<file path="config.mk">
export PLATFORM = sky130hd
export DESIGN_NAME = alu_share_ctrl
export DESIGN_NICKNAME = d
export VERILOG_FILES = /design/src/rtl/alu_pkg.sv /design/src/rtl/rr_arb2.sv /design/src/rtl/alu_share_ctrl.sv
export SDC_FILE = /design/constraint.sdc
export NUM_CORES = 1
export LEC_CHECK = 0
export CORE_MARGIN = 2
export CORE_UTILIZATION = 35
export DETAILED_ROUTE_END_ITERATION = 12
export PLACE_DENSITY = 0.74
export RECOVER_POWER = 25
export SYNTH_ARGS = -nofsm -noshare
export SYNTH_HDL_FRONTEND = slang
export SYNTH_HIERARCHICAL = 1
export SYNTH_SLANG_ARGS = --single-unit
</file>
<file path="constraint.sdc">
create_clock -name clk_i -period 3.4 [get_ports clk_i]
set_input_delay 0.51 -clock clk_i [delete_from_list [all_inputs] [get_ports clk_i]]
set_output_delay 0.51 -clock clk_i [all_outputs]
set_load 0.01 [all_outputs]
</file>
<file path="src/rtl/alu_pkg.sv">
// Shared definitions for the ALU sharing controller: ALU ctrl codes, FSM states
// and the legal-op check used when ALU_OP_CHECK_EN is defined.
package alu_pkg;
  localparam int ALU_CTRL_W = 4;

  localparam logic [ALU_CTRL_W-1:0] ALU_AND = 4'd0;
  localparam logic [ALU_CTRL_W-1:0] ALU_OR  = 4'd1;
  localparam logic [ALU_CTRL_W-1:0] ALU_ADD = 4'd2;
  localparam logic [ALU_CTRL_W-1:0] ALU_SUB = 4'd6;
  localparam logic [ALU_CTRL_W-1:0] ALU_SLT = 4'd7;
  localparam logic [ALU_CTRL_W-1:0] ALU_NOR = 4'd12;

  typedef enum logic [1:0] {
    ST_IDLE = 2'd0,
    ST_EXEC = 2'd1,
    ST_RESP = 2'd2
  } state_t;

  function automatic logic alu_op_legal(input logic [ALU_CTRL_W-1:0] ctrl);
    return ctrl inside {ALU_AND, ALU_OR, ALU_ADD, ALU_SUB, ALU_SLT, ALU_NOR};
  endfunction
endpackage

</file>
<file path="src/rtl/rr_arb2.sv">
// Two-way round-robin arbiter; the pointer names the requester favoured on a tie
// and only moves when a grant is actually taken (advance).
module rr_arb2 (
  input  logic       clk_i,
  input  logic       rst_i,
  input  logic [1:0] valid,
  input  logic       advance,
  output logic [1:0] grant
);
  logic ptr;

  always_comb begin
    grant = 2'b00;
    case (valid)
      2'b01:   grant = 2'b01;
      2'b10:   grant = 2'b10;
      2'b11:   grant = ptr ? 2'b10 : 2'b01;
      default: grant = 2'b00;
    endcase
  end

  always_ff @(posedge clk_i or posedge rst_i) begin
    if (rst_i)        ptr <= 1'b0;
    else if (advance) ptr <= ~grant[1];
  end
endmodule

</file>
<file path="src/rtl/alu_share_ctrl.sv">
// Sequences one external ALU between two requesters, one op outstanding at a time.
// Optional ALU_OP_CHECK_EN: illegal ctrl codes bypass the ALU and return rsp_err_o=1.
module alu_share_ctrl
  import alu_pkg::*;
#(
  parameter int DATA_W = 32,
  parameter int CTRL_W = ALU_CTRL_W
) (
  input  logic              clk_i,
  input  logic              rst_i,
  input  logic              req0_valid_i,
  output logic              req0_ready_o,
  input  logic [CTRL_W-1:0] req0_ctrl_i,
  input  logic [DATA_W-1:0] req0_src1_i,
  input  logic [DATA_W-1:0] req0_src2_i,
  input  logic              req1_valid_i,
  output logic              req1_ready_o,
  input  logic [CTRL_W-1:0] req1_ctrl_i,
  input  logic [DATA_W-1:0] req1_src1_i,
  input  logic [DATA_W-1:0] req1_src2_i,
  output logic [DATA_W-1:0] alu_src1_o,
  output logic [DATA_W-1:0] alu_src2_o,
  output logic [CTRL_W-1:0] alu_ctrl_o,
  input  logic [DATA_W-1:0] alu_result_i,
  input  logic              alu_zero_i,
  output logic              rsp_valid_o,
  input  logic              rsp_ready_i,
  output logic              rsp_id_o,
  output logic [DATA_W-1:0] rsp_result_o,
  output logic              rsp_zero_o,
  output logic              rsp_err_o,
  output logic              busy_o
);
  state_t            state;
  logic [1:0]        grant;
  logic              hs;
  logic              sel_id;
  logic [CTRL_W-1:0] sel_ctrl;
  logic [DATA_W-1:0] sel_src1, sel_src2;

  logic [CTRL_W-1:0] op_ctrl;
  logic [DATA_W-1:0] op_src1, op_src2;
  logic              rsp_id;
  logic [DATA_W-1:0] rsp_result;
  logic              rsp_zero;

  rr_arb2 u_arb (
    .clk_i   (clk_i),
    .rst_i   (rst_i),
    .valid   ({req1_valid_i, req0_valid_i}),
    .advance (hs),
    .grant   (grant)
  );

  assign req0_ready_o = (state == ST_IDLE) & grant[0];
  assign req1_ready_o = (state == ST_IDLE) & grant[1];
  assign hs           = req0_ready_o | req1_ready_o;

  assign sel_id   = grant[1];
  assign sel_ctrl = sel_id ? req1_ctrl_i : req0_ctrl_i;
  assign sel_src1 = sel_id ? req1_src1_i : req0_src1_i;
  assign sel_src2 = sel_id ? req1_src2_i : req0_src2_i;

`ifdef ALU_OP_CHECK_EN
  logic rsp_err;
  logic sel_legal;
  assign sel_legal = alu_op_legal(ALU_CTRL_W'(sel_ctrl));
  assign rsp_err_o = rsp_err;
`else
  assign rsp_err_o = 1'b0;
`endif

  always_ff @(posedge clk_i or posedge rst_i) begin
    if (rst_i) begin
      state      <= ST_IDLE;
      op_ctrl    <= '0;
      op_src1    <= '0;
      op_src2    <= '0;
      rsp_id     <= 1'b0;
      rsp_result <= '0;
      rsp_zero   <= 1'b0;
`ifdef ALU_OP_CHECK_EN
      rsp_err    <= 1'b0;
`endif
    end else begin
      case (state)
        ST_IDLE: if (hs) begin
          rsp_id <= sel_id;
`ifdef ALU_OP_CHECK_EN
          // illegal codes never reach the ALU; op regs keep the previous op
          if (!sel_legal) begin
            rsp_result <= '0;
            rsp_zero   <= 1'b0;
            rsp_err    <= 1'b1;
            state      <= ST_RESP;
          end else begin
`else
          begin
`endif
            op_ctrl <= sel_ctrl;
            op_src1 <= sel_src1;
            op_src2 <= sel_src2;
            state   <= ST_EXEC;
          end
        end
        ST_EXEC: begin
          rsp_result <= alu_result_i;
          rsp_zero   <= alu_zero_i;
`ifdef ALU_OP_CHECK_EN
          rsp_err    <= 1'b0;
`endif
          state      <= ST_RESP;
        end
        ST_RESP: if (rsp_ready_i) state <= ST_IDLE;
        default: state <= ST_IDLE;
      endcase
    end
  end

  assign alu_ctrl_o   = op_ctrl;
  assign alu_src1_o   = op_src1;
  assign alu_src2_o   = op_src2;
  assign rsp_valid_o  = (state == ST_RESP);
  assign rsp_id_o     = rsp_id;
  assign rsp_result_o = rsp_result;
  assign rsp_zero_o   = rsp_zero;
  assign busy_o       = (state != ST_IDLE);
endmodule
</file>
==> results of run 1 <==
## power groups by stage
stage          clock network (mW)  registers, mW  logic [mW]
2_1_floorplan                   0           2.52        1.42
3_3_place_gp                    0           2.22        3.41
6_report                     1.18           2.22        3.43
4_1_cts                      1.22           2.23        3.49
3_5_place_dp                    0           2.25        3.48
5_1_grt                      1.27           2.31        3.66
## worst max-delay path: cells and delay by family
family / cells / cell delay [ns]
buffers and inverters: 3 / 1.18
AOI/OAI and AO/OA: 1 / 0.46
and+or+nand+nor: 1 / 0.13
## kinds of logic after synthesis
family / count (synthesis) / share of synthesized area (%)
AOI/OAI and AO/OA: 6 / 0.8574
buffers and inverters: 26 / 3.377
DFF: 105 / 54.56
muxes: 169 / 40.22
other: 1 / 0.07787
and+or+nand+nor: 8 / 0.9095
## state kept, by name, summed over array words and instances, names as in the netlist
name,count
state,2
alu_ctrl_o,4
u_arb/ptr,1
rsp_zero_o,1
rsp_id_o,1
alu_src1_o,32
rsp_result_o,32
alu_src2_o,32
## synthesized netlist by cell type
| cell type | count |
|---|---|
| o21ai_0 | 1 |
| buf_6 | 3 |
| mux2_4 | 9 |
| and2_1 | 1 |
| clkbuf_1 | 8 |
| a21boi_0 | 1 |
| and2_2 | 1 |
| nand2_1 | 1 |
| buf_2 | 3 |
| nand2b_1 | 3 |
| o21a_1 | 2 |
| dfrtp_1 | 105 |
| buf_4 | 6 |
| mux2_2 | 160 |
| buf_12 | 1 |
| a21o_1 | 1 |
| conb_1 | 1 |
| inv_1 | 5 |
| a31oi_1 | 1 |
| nor2_1 | 2 |
## routing by layer
layer  vias to the layer above  wire, µm  part of all wire (%)
met3                        22      1254                   9.7
met2                       169      6734                    52
met5                         -         0                     0
met4                         0       286                   2.2
li1                       1665         -                     -
met1                      1733      4691                    36
## cell type report
cell class,instances,share of cell area (%)
multi-input cells,184,25.08
repair buffers,284,35.32
clock inverters,7,1.466
clock buffers,9,2.778
inverters,5,0.2315
flip-flops and latches,105,32.41
well taps,176,2.716
## worst max path at each step
stage	from	to	slack (ns)	depth (start not counted)
floorplan	rst_i	alu_ctrl_o[0]$_DFFE_PP0P_	0.16	1
detailed placement	req0_valid_i	req0_ready_o	0.69	5
finish	req0_valid_i	req0_ready_o	0.60	5
CTS	req0_valid_i	req0_ready_o	0.68	5
global placement	req0_valid_i	req0_ready_o	0.70	5
global route	rst_i	rsp_result_o[6]$_DFFE_PP0N_	0.42	2
## placed cells by master (no fill, tap or decap), types with 2 or more instances in the layout
cell	Yosys	routed
clkinvlp_4	0	2
nor2_1	2	2
nand2b_1	3	3
dfrtp_1	105	105
bufinv_16	0	3
dlygate4sd3_1	0	2
buf_12	1	3
clkbuf_16	0	9
mux2_4	9	9
clkdlybuf4s50_1	0	277
mux2_2	160	160
inv_1	5	5
## per-stage QoR
step	power, mW	util, %
CTS	6.944	60.79
detailed placement	5.727	58.21
finish	6.836	60.74
global placement	5.632	58.21
global route	7.240	60.74
floorplan	3.946	-
==> qor.yml, run 1 <==
ys_seq_area_share_pct: 54.56
worstMarginPinSlew_ns: 2.076
syn_area_um2: 4816
holdBufCountCts: 0
route.detailed.drc: 0
finClkSkew_ns: 0.004469
antenna_found_initial: 0
drive_gt1_share_pct: 32.15
swShare_pct: 29.49
register_area_um2: 2628
grt_pass1_wl_mm: 20.20
power_density_nw_per_um2: 843.1
worstPathArrival_ns: 2.29
cap_viol_max_count: 2
grt_overflow: 0
grt_pass1_vias: 3994
met2_usage_pct: 32.20
synthesis.nets: 489
ios: 281
h-tree-depth: 3
rows: 42
track_usage_pct: 17.76
combPwrFrac_pct: 50.2
initial_core_util_pct: 36.08
internal_power_mw: 4.820
crit_path_end_kind: "output pin"
fin_area_um2: 8108
critPathMaxStageDelay_ns: 0.54
nets: 763
hold_class: "in2async"
syn_inst: 315
setup_ws_ns: 0.6046
ys.warnings.count: 6
place_congestion: 0.7599
vias: 3589
reg2reg_depth: 3
fillCellCount: 1075
synth_seq_cells: 105
finalCritPeriodShare_pct: 82.22
hold_slack_ns: 0.4588
synth_top_cell_by_area: "dfrtp_1"
post-route-min-period_ns: 2.795
fp.dieW_um: 121.3
irDropWorstVdd_v: 0.0005767
firstDrtPassIters: 2
p_leak_nw: 3.277
slowest_stage: "dlygate4sd3_1"
pwr-share-seq_pct: 32.5
cp_cell_sequence: "dlygate4sd3_1 -> a21boi_0 -> nand2_1 -> inv_1 -> clkdlybuf4s50_1"
grt_busiest_layer: "met2"
dp_hpwl_mm: 9.999
postRouteAntennaNets: 0
tns_ns: 0
cts_setup_buffers: 0
clkTransAtPathRegs_ns: 0.07
antenna_cells: 0
timing.slew.headroom_pct: -38.55
multi_input_area_um2: 2033
met1_usage_pct: 18.65
rr_endpoint: "rsp_result_o[5]$_DFFE_PP0N_"
finalSetupViolations: 0
dieArea_um2: 14710
core_um2: 13350
fmax_mhz: 357.7
cts.path.max_buffers: 2
wire_per_inst_um: 16.84
crit_type: "in2out"
rr_startpoint: "state[1]$_DFFE_PP0P_"
place_inst: 754
clock_latency_ns: 0.34
drtIter0Drc: 76
required_ns: 2.89
io_buffer_count: 279
syn2layout_area_growth_pct: 68.36
status: "finished, violations left"
crit_path_start_kind: "input port"
final_cells: 770
grt_max_degree: 68
switchingPower_mw: 2.016
grt_use_met3_pct: 6.156
cts_tree: "yes"
cp_max_fo: 3
post-place-ws_ns: 0.6917
netlist.area_leader.share_pct: 54.56
cts_resized: 0
p_clk_share_pct: 17.2
synthTopCellsByArea: "dfrtp_1, mux2_2, mux2_4"
synth.distinct_cells: 20
cts_root_buf: "clkbuf_16"
rsz0062_at_grt: "false"
cts.sinks: 105
syn_avg_cell_area_um2: 15.29
die_height_um: 121.3
wl_mm: 12.97
drv_slew: 88
dpl_cell_area_um2: 7770
r2r_setup_slack_ns: 1.08
violations: "max-capacitance violations, max-slew violations"
numCtsBuffers: 9
hold_viol_final: 0
drt-vias-per-instance: 4.661
(Power assumes the default switching activity.)
==> inputs of run 2 (changes only) <==
--- a/config.mk
+++ b/config.mk
@@ -6,9 +6,9 @@
 export NUM_CORES = 1
 export LEC_CHECK = 0
 export CORE_MARGIN = 2
-export CORE_UTILIZATION = 35
+export CORE_UTILIZATION = 38
 export DETAILED_ROUTE_END_ITERATION = 12
-export PLACE_DENSITY = 0.74
+export PLACE_DENSITY = 0.77
 export RECOVER_POWER = 25
 export SYNTH_ARGS = -nofsm -noshare
 export SYNTH_HDL_FRONTEND = slang
==> constraint.sdc (replaced) <==
create_clock -name clk_i -period 2.66 [get_ports clk_i]
set_input_delay 0.399 -clock clk_i [delete_from_list [all_inputs] [get_ports clk_i]]
set_output_delay 0.399 -clock clk_i [all_outputs]
set_load 0.01 [all_outputs]
==> run 2 against run 1 <==
  * The run now ends clean
  * Clock power increased by 33%
  * Sequential power is 28% higher
  * Routed wire length rose by 0.20%
  * Critical path type unchanged
  * Critical endpoint unchanged
  * Highest routed layer unchanged
==> qor.yml, run 2 (synthesis gave the netlist of run 1 again) <==
required_ns: 2.26  # -0.63 ns
layout_common_cells: "clkdlybuf4s50_1, mux2_2, dfrtp_1, mux2_4, clkbuf_16"
internal_power_mw: 6.272  # +30%
place_congestion: 0.7476  # -1.6%
pwr-share-seq_pct: 32.1  # -0.4 points
cts.sinks: 105  # unchanged
finClkSkew_ns: 0.006052  # +0.001583 ns
finalPower_mw: 8.861  # +30%
route.detailed.drc: 0  # unchanged
crit_path_end_kind: "output pin"
grt_max_degree: 105  # +54%
rows: 41  # -2.4%
final_common_cell: "clkdlybuf4s50_1"
p_leak_nw: 3.307  # +0.92%
cp_max_fo: 3  # unchanged
drive_gt1_share_pct: 32.94  # +0.79 points
vias: 3609  # +0.56%
cpMostUsedCell: "clkdlybuf4s50_1"
holdBufCountCts: 0  # unchanged
post-route-min-period_ns: 2.364
combPwrFrac_pct: 50.1  # about the same
hold_viol_final: 0  # unchanged
numCtsBuffers: 9  # unchanged
antenna_found_initial: 0  # unchanged
dieArea_um2: 13590  # -7.6%
io_buffer_count: 279  # unchanged
slowest_stage: "clkdlybuf4s50_1"
cts_root_buf: "clkbuf_16"
rsz0062_at_grt: "false"
finalSetupViolations: 0  # unchanged
die_height_um: 116.6  # -3.9%
irDropWorstVdd_v: 0.0006276  # +8.8%
drtIter0Drc: 83  # +9.2%
crit_type: "in2out"
worstPathArrival_ns: 1.97  # -0.32 ns
fp.dieW_um: 116.6  # -3.9%
status: "complete, no violations"
cts.path.max_buffers: 2  # unchanged
nets: 767  # +0.52%
fmax_mhz: 423.0
final_util_pct: 65.19  # +4.5 points
cts_tree: "yes"
worstMarginPinSlew_ns: 1.381  # -0.6945 ns
cts_resized: 0  # unchanged
p_clk_share_pct: 17.7  # +0.5 points
grt_overflow: 0  # unchanged
cap_viol_max_count: 0  # -2
firstDrtPassIters: 4  # +2
swShare_pct: 29.22  # -0.26 points
cts_setup_buffers: 0  # unchanged
core_um2: 12520  # -6.2%
dp_hpwl_mm: 9.937  # -0.62%
grt_pass1_wl_mm: 19.23  # -4.8%
grt_pass1_vias: 3748  # -6.2%
finalCritPeriodShare_pct: 88.88
clock_latency_ns: 0.33  # about the same
wire_per_inst_um: 16.87  # +0.20%
cp_cell_sequence: "clkdlybuf4s50_1 -> a21boi_0 -> buf_4 -> nand2_1 -> inv_1 -> clkdlybuf4s50_1"
tns_ns: 0  # unchanged
timing.slew.headroom_pct: 7.905  # +46 points
crit_path_start_kind: "input port"
h-tree-depth: 3  # unchanged
fillCellCount: 981  # -8.7%
ios: 281  # unchanged
track_usage_pct: 18.26  # +0.50 points
critPathMaxStageDelay_ns: 0.53  # about the same
switchingPower_mw: 2.590  # +28%
wl_mm: 12.99  # +0.20%
postRouteAntennaNets: 0  # unchanged
initial_core_util_pct: 38.47  # +2.4 points
drv_slew: 0  # -100%
syn2layout_area_growth_pct: 69.45
power_density_nw_per_um2: 1086  # +29%
clkTransAtPathRegs_ns: 0.07  # about the same
drt-vias-per-instance: 4.687  # +0.56%
antenna_cells: 0  # unchanged
hold_class: "in2async"
## run 2: cell count changes in the layout (fill, tap and decap cells not counted), sizes merged
cell           previous run  this run
buf                       4         8
inv                       5         4
clkdlybuf4s50           277       278
clkinv                    2         0
dlygate4sd3               2         1
clkbuf                   10        13
## run 2: final timing paths
kind | from | to | slack, ns | cells after the start
worst max-delay path | req0_valid_i | req0_ready_o | 0.30 | 6
worst min-delay path | rst_i | u_arb/ptr$_DFFE_PP0P_ | 0.41 | 2
worst max register to register | u_arb/ptr$_DFFE_PP0P_ | alu_src2_o[13]$_DFFE_PP0P_ | 0.76 | 5
worst min register to register | rsp_id_o$_DFFE_PP0P_ | rsp_id_o$_DFFE_PP0P_ | 0.50 | 1
max in group asynchronous | rst_i | alu_src1_o[3]$_DFFE_PP0P_ | 0.73 | 3
min in group clk_i | rsp_id_o$_DFFE_PP0P_ | rsp_id_o$_DFFE_PP0P_ | 0.50 | 1
## run 2: critical path, delay by kind of cell
kind | cells | cell delay [ns]
buffers and inverters | 4 | 1.26
AO/OA/AOI/OAI | 1 | 0.24
AND/OR/NAND/NOR | 1 | 0.06
## run 2: cell type report
cell class / count / area, µm² / share of cell area [%]
timing repair buffer: 288 / 2898 / 35.51
sequential: 105 / 2628 / 32.20
multi-input combinational: 184 / 2033 / 24.92
clock buffer: 12 / 266.5 / 3.266
tap: 172 / 215.2 / 2.637
clock inverter: 4 / 97.59 / 1.196
inverter: 5 / 22.52 / 0.2760
## run 2: per-layer routing
layer / up-vias / global-route usage [%] / routed length [µm] / share of wire [%]
li1: 1668 / - / - / -
met1: 1760 / 20.81 / 4870 / 37
met2: 161 / 32.87 / 6721 / 52
met3: 20 / 5.293 / 1154 / 8.9
met4: 0 / 6.196 / 248 / 1.9
met5: - / 0 / 0 / 0
## run 2: metrics by stage
step | setup slack (ns) | hold WS [ns] | cells | instance area, µm²
2_1_floorplan | 0.8662 | 0.1277 | 315 | 4820
3_3_place_gp | 0.3315 | 0.4802 | 754 | 7809
3_5_place_dp | 0.3387 | 0.4829 | 754 | 7809
4_1_cts | 0.3127 | 0.2765 | 770 | 8173
5_1_grt | 0.2599 | 0.4181 | 770 | 8160
6_report | 0.2959 | 0.4108 | 770 | 8160
## run 2: power groups by stage
stage | clock (mW) | combinational, mW | sequential [mW]
6_report | 1.57 | 4.44 | 2.85
5_1_grt | 1.66 | 4.73 | 2.96
4_1_cts | 1.61 | 4.51 | 2.86
3_5_place_dp | 0 | 4.49 | 2.89
3_3_place_gp | 0 | 4.41 | 2.83
2_1_floorplan | 0 | 1.82 | 3.23
